**config.mk**
```make
export PLATFORM = sky130hd
export DESIGN_NAME = srt_prenorm
export DESIGN_NICKNAME = d
export VERILOG_FILES = /design/src/rtl/srt_pkg.sv /design/src/rtl/srt_lzc.sv /design/src/rtl/srt_prenorm.sv
export SDC_FILE = /design/constraint.sdc
export NUM_CORES = 1
export LEC_CHECK = 0
export CAP_MARGIN = 25
export CORE_UTILIZATION = 47
export CTS_CLUSTER_DIAMETER = 60
export DETAILED_ROUTE_END_ITERATION = 8
export GPL_TIMING_DRIVEN = 0
export PLACE_DENSITY = 0.89
export SYNTH_ARGS = -nofsm -noshare
export SYNTH_HDL_FRONTEND = slang
export SYNTH_SLANG_ARGS = --single-unit
export TNS_END_PERCENT = 1
```
**constraint.sdc**
```tcl
create_clock -name clk -period 2.22 [get_ports clk]
set_input_delay 0.666 -clock clk [delete_from_list [all_inputs] [get_ports clk]]
set_output_delay 0.666 -clock clk [all_outputs]
set_load 0.01 [all_outputs]
```
**src/rtl/srt_pkg.sv**
```systemverilog
`default_nettype none
// +--------------------------------------------------------------------------+
// | Package  : srt_pkg                                                       |
// | Brief    : Shared constants and FSM encodings for the SRT pre-normaliser |
// | Revision : 1.0                                                           |
// +--------------------------------------------------------------------------+
package srt_pkg;

    localparam int W = 8;

    localparam logic [1:0] ST_IDLE  = 2'b00;
    localparam logic [1:0] ST_SHIFT = 2'b01;
    localparam logic [1:0] ST_HOLD  = 2'b10;

    localparam logic [7:0] D_NORM_MIN = 8'h40;
    localparam logic [7:0] D_NORM_MAX = 8'h7F;

endpackage
`default_nettype wire

```
**src/rtl/srt_lzc.sv**
```systemverilog
`default_nettype none
// +--------------------------------------------------------------------------+
// | Module   : srt_lzc                                                       |
// | Brief    : Leading-zero priority encoder counting down from bit W-2      |
// | Revision : 1.0                                                           |
// +--------------------------------------------------------------------------+
module srt_lzc #(
    parameter int W    = 8,
    parameter int SH_W = 3
) (
    input  logic [W-2:0]    v,
    output logic [SH_W-1:0] cnt
);

    // Ascending scan: the highest set bit is the last to write, so it wins.
    always_comb begin
        cnt = '0;
        for (int i = 0; i <= W-2; i++) begin
            if (v[i]) cnt = SH_W'(W-2-i);
        end
    end

endmodule
`default_nettype wire

```
**src/rtl/srt_prenorm.sv**
```systemverilog
`default_nettype none
// +--------------------------------------------------------------------------+
// | Module   : srt_prenorm                                                   |
// | Brief    : Divisor/dividend pre-normalisation ahead of the radix-4 SRT   |
// |            divider. Define SRT_PRENORM_FAST_EN for single-cycle shifting.|
// | Revision : 1.0                                                           |
// +--------------------------------------------------------------------------+
module srt_prenorm #(
    parameter int W    = 8,
    parameter int SH_W = 3
) (
    input  logic            clk,
    input  logic            resetn,
    input  logic            in_valid,
    output logic            in_ready,
    input  logic [W-1:0]    n_in,
    input  logic [W-1:0]    d_in,
    output logic            out_valid,
    input  logic            out_ready,
    output logic [W-1:0]    n_norm,
    output logic [W-1:0]    d_norm,
    output logic [SH_W-1:0] shamt,
    output logic            err_dz,
    output logic            err_range,
    output logic            err_ovf,
    output logic            div_start
);

    import srt_pkg::*;

    logic [1:0]      r_state;
    logic [1:0]      w_state_nxt;
    logic [W-1:0]    r_n;
    logic [W-1:0]    r_d;
    logic [SH_W-1:0] r_shamt;
    logic            r_err_dz;
    logic            r_err_range;
    logic            r_err_ovf;
    logic            w_dz;
    logic            w_range;

    assign w_dz    = (d_in == '0);
    assign w_range = d_in[W-1];

`ifdef SRT_PRENORM_FAST_EN
    logic [SH_W-1:0] w_lz;
    logic [SH_W-1:0] w_lz_eff;
    logic [2*W-1:0]  w_n_wide;

    srt_lzc #(.W(W), .SH_W(SH_W)) u_lzc (
        .v   (d_in[W-2:0]),
        .cnt (w_lz)
    );

    // Illegal divisors are passed through unshifted, matching the iterative build.
    assign w_lz_eff = (w_dz || w_range) ? '0 : w_lz;
    assign w_n_wide = {{W{1'b0}}, n_in} << w_lz_eff;
`endif

    always_ff @(posedge clk or negedge resetn) begin
        if (!resetn) r_state <= ST_IDLE;
        else         r_state <= w_state_nxt;
    end

    always_comb begin
        w_state_nxt = r_state;
        case (r_state)
            ST_IDLE: begin
                if (in_valid) begin
`ifdef SRT_PRENORM_FAST_EN
                    w_state_nxt = ST_HOLD;
`else
                    w_state_nxt = (w_dz || w_range) ? ST_HOLD : ST_SHIFT;
`endif
                end
            end
            ST_SHIFT: if (r_d[W-2]) w_state_nxt = ST_HOLD;
            ST_HOLD:  if (out_ready) w_state_nxt = ST_IDLE;
            default:  w_state_nxt = ST_IDLE;
        endcase
    end

    always_comb begin
        in_ready  = (r_state == ST_IDLE);
        out_valid = (r_state == ST_HOLD);
    end

    always_ff @(posedge clk or negedge resetn) begin
        if (!resetn) begin
            r_n         <= '0;
            r_d         <= '0;
            r_shamt     <= '0;
            r_err_dz    <= 1'b0;
            r_err_range <= 1'b0;
            r_err_ovf   <= 1'b0;
        end else begin
            case (r_state)
                ST_IDLE: begin
                    if (in_valid) begin
                        r_err_dz    <= w_dz;
                        r_err_range <= !w_dz && w_range;
`ifdef SRT_PRENORM_FAST_EN
                        r_n       <= w_n_wide[W-1:0];
                        r_d       <= d_in << w_lz_eff;
                        r_shamt   <= w_lz_eff;
                        r_err_ovf <= |w_n_wide[2*W-1:W];
`else
                        r_n       <= n_in;
                        r_d       <= d_in;
                        r_shamt   <= '0;
                        r_err_ovf <= 1'b0;
`endif
                    end
                end
                ST_SHIFT: begin
                    if (!r_d[W-2]) begin
                        r_d     <= r_d << 1;
                        r_n     <= r_n << 1;
                        r_shamt <= r_shamt + 1'b1;
                        if (r_n[W-1]) r_err_ovf <= 1'b1;
                    end
                end
                default: ;
            endcase
        end
    end

    assign n_norm    = r_n;
    assign d_norm    = r_d;
    assign shamt     = r_shamt;
    assign err_dz    = r_err_dz;
    assign err_range = r_err_range;
    assign err_ovf   = r_err_ovf;
    assign div_start = out_valid && out_ready && !(r_err_dz || r_err_range || r_err_ovf);

endmodule
`default_nettype wire

```
-- Word level (Yosys, flattened, before mapping)
Cells that the tools add are included.
- ROM bits: 0
- bits in registers: 24
- input bits: 20
- output and inout port bits: 25
- logic and storage cells: 50
- latch bits: 0
- memories: 0
- bits in writable memories: 0
- magnitude comparators: 0
- shift-type cells: 0
- reductions and logical operators: 16
- eq/ne operators: 7
- bitwise operators: 0
- $add $sub $neg: 1
- divide/modulo/power cells: 0
- mux-type cells: 18
- multipliers: 0
- operator list (kind ; count):
    2-to-1 mux 8 bit ; 4
    case mux 8 bit (2 select lines) ; 2
    logical NOT 8 bit ; 1
    2-to-1 mux 2 bit ; 4
    != test 2 bit (second input constant) ; 4
    2-to-1 mux 3 bit ; 2
    case mux 2 bit (3 select lines) ; 1
    case mux 3 bit (2 select lines) ; 1
    AND reduction 3 bit ; 2
    AND reduction 2 bit ; 2
    AND reduction 4 bit ; 1
    adder 3 x 1 -> 3 bit (second input constant) ; 1
    logical AND 1 bit ; 3
    logical OR 1 bit ; 3
    2-to-1 mux 1 bit ; 3
    equality test 2 x 1 -> 1 bit (second input constant) ; 1
    equality test 2 bit (second input constant) ; 1
    logical NOT 1 bit ; 2
    logical NOT 2 bit ; 1
    != test 2 x 1 -> 1 bit (second input constant) ; 1
    case mux 1 bit (2 select lines) ; 1
    nonzero test 2 bit ; 1

-- Depth between registers and ports, before layout
- depth after elaboration: 5
- mapped depth: 5
- depth with buffers taken out: 4

-- Worst setup path before layout
OpenSTA, ideal clock, no wires.
- path kind: reg2out
- start point: register r_state[1]
- end point: output div_start
- setup slack: 392 ps
- data arrival time: 1162 ps
- cell stages (with the launch flop): 4
- path through: dfrtp_1 buf_2 nor2b_1 and4b_1
- longest elaborated chain between the ends: 3
- RTL lines (item ; line ; text):
    start, declared ; srt_prenorm.sv:31 ; logic [1:0] r_state;
    start signal, assigned ; srt_prenorm.sv:62 ; else r_state <= w_state_nxt;
    equality test 2 bit ; srt_prenorm.sv:85 ; out_valid = (r_state == ST_HOLD);
    via out_valid ; srt_prenorm.sv:18 ; output logic out_valid,
    logical AND 1 bit (2 in series) ; srt_prenorm.sv:134 ; assign div_start = out_valid && out_ready && !(r_err_dz || r_err_range || r_err_ovf);
    end, declared ; srt_prenorm.sv:26 ; output logic div_start
The timed path passes the listed nets, and every way through them passes these cells.

-- Worst setup path after layout
- start point: input out_ready
- end point: output div_start
- longest elaborated chain between the ends: 2
- RTL lines (item ; line ; text):
    start, declared ; srt_prenorm.sv:19 ; input logic out_ready,
    logical AND 1 bit (2 in series) ; srt_prenorm.sv:134 ;
Every way passes these cells.

==> flow_metrics.py <==
metrics = {
    "timing": {
        "skew_ps": 5.227,
        "hold_viol_final": 0,
        "max_freq_mhz": 470.7,
        "finalSetupViolations": 0,
        "finalCriticalPeriod_ps": 2124,
        "slew_violations": 0,
        "rsz0062_at_grt": "false",
        "period_share_pct": 95.69,
        "worst_pin_slew_ps": 550.3,
        "slew_headroom_pct": 63.15,
    },
    "routing": {
        "drc": 0,
        "firstDrtPassIters": 4,
        "ant_nets": 0,
        "routedWlPerCell_um": 16.15,
        "routed_wl_um": 2842,
        "drt_iter0_drc": 21,
        "avgViaCountPerCell": 5.545,
        "via_count": 976,
    },
    "clock_tree": {
        "clk_latency_ps": 320,
        "clk_pin_slew_ps": 130,
        "ctsHoldBuffers": 0,
        "cts_buffers": 3,
        "cts_tree": "done",
        "h-tree-depth": 1,
        "root_buffer": "clkbuf_4",
        "cts_buffer_depth": 2,
        "cts_sinks": 24,
    },
    "pwr": {
        "p_comb_share_pct": 54.2,
        "power.leakage_nw": 0.7689,
        "worst_ir_drop_vdd_v": 0.0008394,
        "finalPower_mw": 2.253,
        "powerDensity_mw_per_mm2": 1298,
        "power_frac_clock_pct": 10.3,
        "p_sw_mw": 0.7983,
        "sw_frac_of_total_pct": 35.43,
        "seqPwrFrac_pct": 35.6,
        "cellInternalPower_mw": 1.455,
    },
    "job": {
        "cap_violations": 0,
    },
    "worst_hold_path": {
        "hold_class": "reg2reg",
    },
    "setup_path": {
        "reg2reg_slack_ps": 610,
        "end_kind": "output pin",
        "worstSetupStartpointType": "input pin",
        "worstSetupPathType": "in2out",
        "worstPathRequired_ps": 1550,
        "worst_ep_arrival_time_ps": 1460,
        "crit_fanout": 2,
    },
    "finish": {
        "regArea_um2": 601.8,
        "fin_area_mm2": 0.001735,
        "area_delta_synth_final_pct": 44.48,
        "drive_above_1_share_pct": 22.97,
        "multi_input_area_um2": 538.0,
        "antennaDiodeCount": 0,
        "nFillCells": 153,
        "nets": 170,
    },
    "global_route": {
        "grt_util_all_layers_pct": 22.56,
        "grt_pass1_wl_um": 4381,
        "gr-total-overflow": 0,
        "grt_max_degree": 25,
        "antenna_found_initial": 0,
        "grt_pass1_vias": 961,
    },
    "die": {
        "die_w_um": 52.56,
        "core_area_mm2": 0.002318,
        "die_area_mm2": 0.002762,
        "io_pins": 45,
        "rows": 17,
        "fp.dieH_um": 52.56,
        "start_util_pct": 51.81,
    },
    "logic_synthesis": {
        "avgSynthCellArea_um2": 12.26,
        "muxShareOfSynthArea_pct": 16.56,
        "synth-xor-area-share_pct": 0.7292,
        "yosys.area_share.simple_pct": 12.60,
        "synth.distinct_cells": 30,
        "synth_top_family_by_area": "multiplexers",
        "syn_nets": 119,
        "synthAdderAreaFrac_pct": 1.042,
        "yosysWarnings": 0,
        "synth_seq_cells": 24,
        "seq_area_frac_synth_pct": 50.00,
        "netlist_instances": 98,
        "netlist_area_mm2": 0.001201,
        "synth_compound_area_share_pct": 13.85,
    },
    "place": {
        "placed_area_mm2": 0.001677,
        "io_buffers": 44,
        "place_congestion": 0.7911,
        "dp_hpwl_um": 2091,
    },
    "run_status": {
        "status": "finished, final reports clean",
    },
}
==> area by class of cell <==
cell class	count	area share (%)
flip-flops and latches	24	34.68
multi-input cells	63	31.00
repair buffers	47	26.89
clock buffers	4	2.091
plain buffers	4	2.019
well taps	28	2.019
inverters	6	1.298
==> power by group through the flow <==
stage          Combinational (mW)  Sequential, mW  Clock [mW]
3_3_place_gp                 1.17           0.794           0
4_1_cts                      1.23           0.801       0.237
5_1_grt                      1.31           0.830       0.251
3_5_place_dp                 1.21           0.809           0
2_1_floorplan               0.576           0.860           0
6_report                     1.22           0.801       0.231
==> metrics by stage <==
step                utilization [%]  setup slack (ps)  hold WS, ps  std cells  setup TNS [ps]
global route                  74.85             60.50        574.0        176               0
floorplan                         -             392.2        370.4         98               0
CTS                           74.10             28.85        528.2        175               0
detailed placement            72.32            -312.3        498.1        170          -399.9
finish                        74.85             95.61        520.9        176               0
global placement              72.32            -309.6        500.0        170          -328.2
==> cells by family after synthesis <==
logic type      after synthesis
xor+xnor                      1
mux                          15
simple gates                 23
compound gates               23
flops                        24
buf+inv                      11
fa+ha+maj                     1
==> critical path, stage by stage <==
cell             delay, ps
clkdlybuf4s50_1        480
and4b_1                190
buf_2                  120
==> state kept, by name, summed over array words and instances, names as in the netlist <==
signal     count
shamt          3
err_range      1
err_dz         1
err_ovf        1
d_norm         8
r_state        2
n_norm         8
==> placed cells by master (no fill, tap or decap), types with 2 or more instances in the layout <==
master	n
a22oi_1	6
nor2_1	4
dfrtp_1	23
inv_1	6
mux2_2	7
a22o_1	4
buf_6	2
o21ai_0	8
clkdlybuf4s50_1	41
nor4_1	2
buf_2	2
buf_4	3
nand2_1	7
mux2_4	8
clkbuf_4	3
==> timing repair <==
| action | CTS | global route |
|---|---|---|
| pin swaps | 0 | 0 |
| resized for setup | 6 | 1 |
| endpoints found under the setup margin | 3 | 1 |
| buffers inserted | 2 | 0 |
| endpoints found under the hold margin | 0 | 0 |
==> cells in the mapped netlist <==
master	count	share of area, %
a211o_1	1	0.73
a21o_1	1	0.63
a21oi_1	1	0.42
a21oi_4	1	1.4
a22o_1	4	2.9
a22oi_1	6	3.7
a31o_2	1	0.73
and4b_1	1	0.83
and4bb_2	1	1.0
buf_2	2	0.83
buf_4	1	0.63
buf_6	2	1.9
dfrtp_1	24	50
ha_1	1	1.0
inv_1	6	1.9
mux2_2	7	6.6
mux2_4	8	10
nand2_1	7	2.2
nand2b_4	1	1.1
nor2_1	4	1.2
nor2b_1	1	0.52
nor2b_4	1	1.1
nor3_1	1	0.42
nor3b_1	1	0.63
nor3b_2	1	1.0
nor4_1	2	1.0
o21ai_0	8	3.3
or2b_1	1	0.63
or3b_1	1	0.73
xnor2_1	1	0.73
==> layer usage <==
metal  track usage [%]  part of all wire (%)  vias to the layer above
met1             28.54                    43                      488
met2             37.76                    52                       31
met5                 0                     0                        -
met4             10.96                   1.9                        0
met3             2.899                   3.6                        5
li1                  -                     -                      452
==> final timing paths <==
check	startpoint	end	cells after the start
worst max register to register	d_norm[6]	n_norm[1]	4
worst min register to register	err_dz	err_dz	2
min in group asynchronous	resetn	n_norm[5]	1
worst min-delay path	err_dz	err_dz	2
worst max-delay path	out_ready	div_start	3
max in group asynchronous	resetn	r_state[1]	2
No activity file was read; power rests on OpenSTA's default activity.
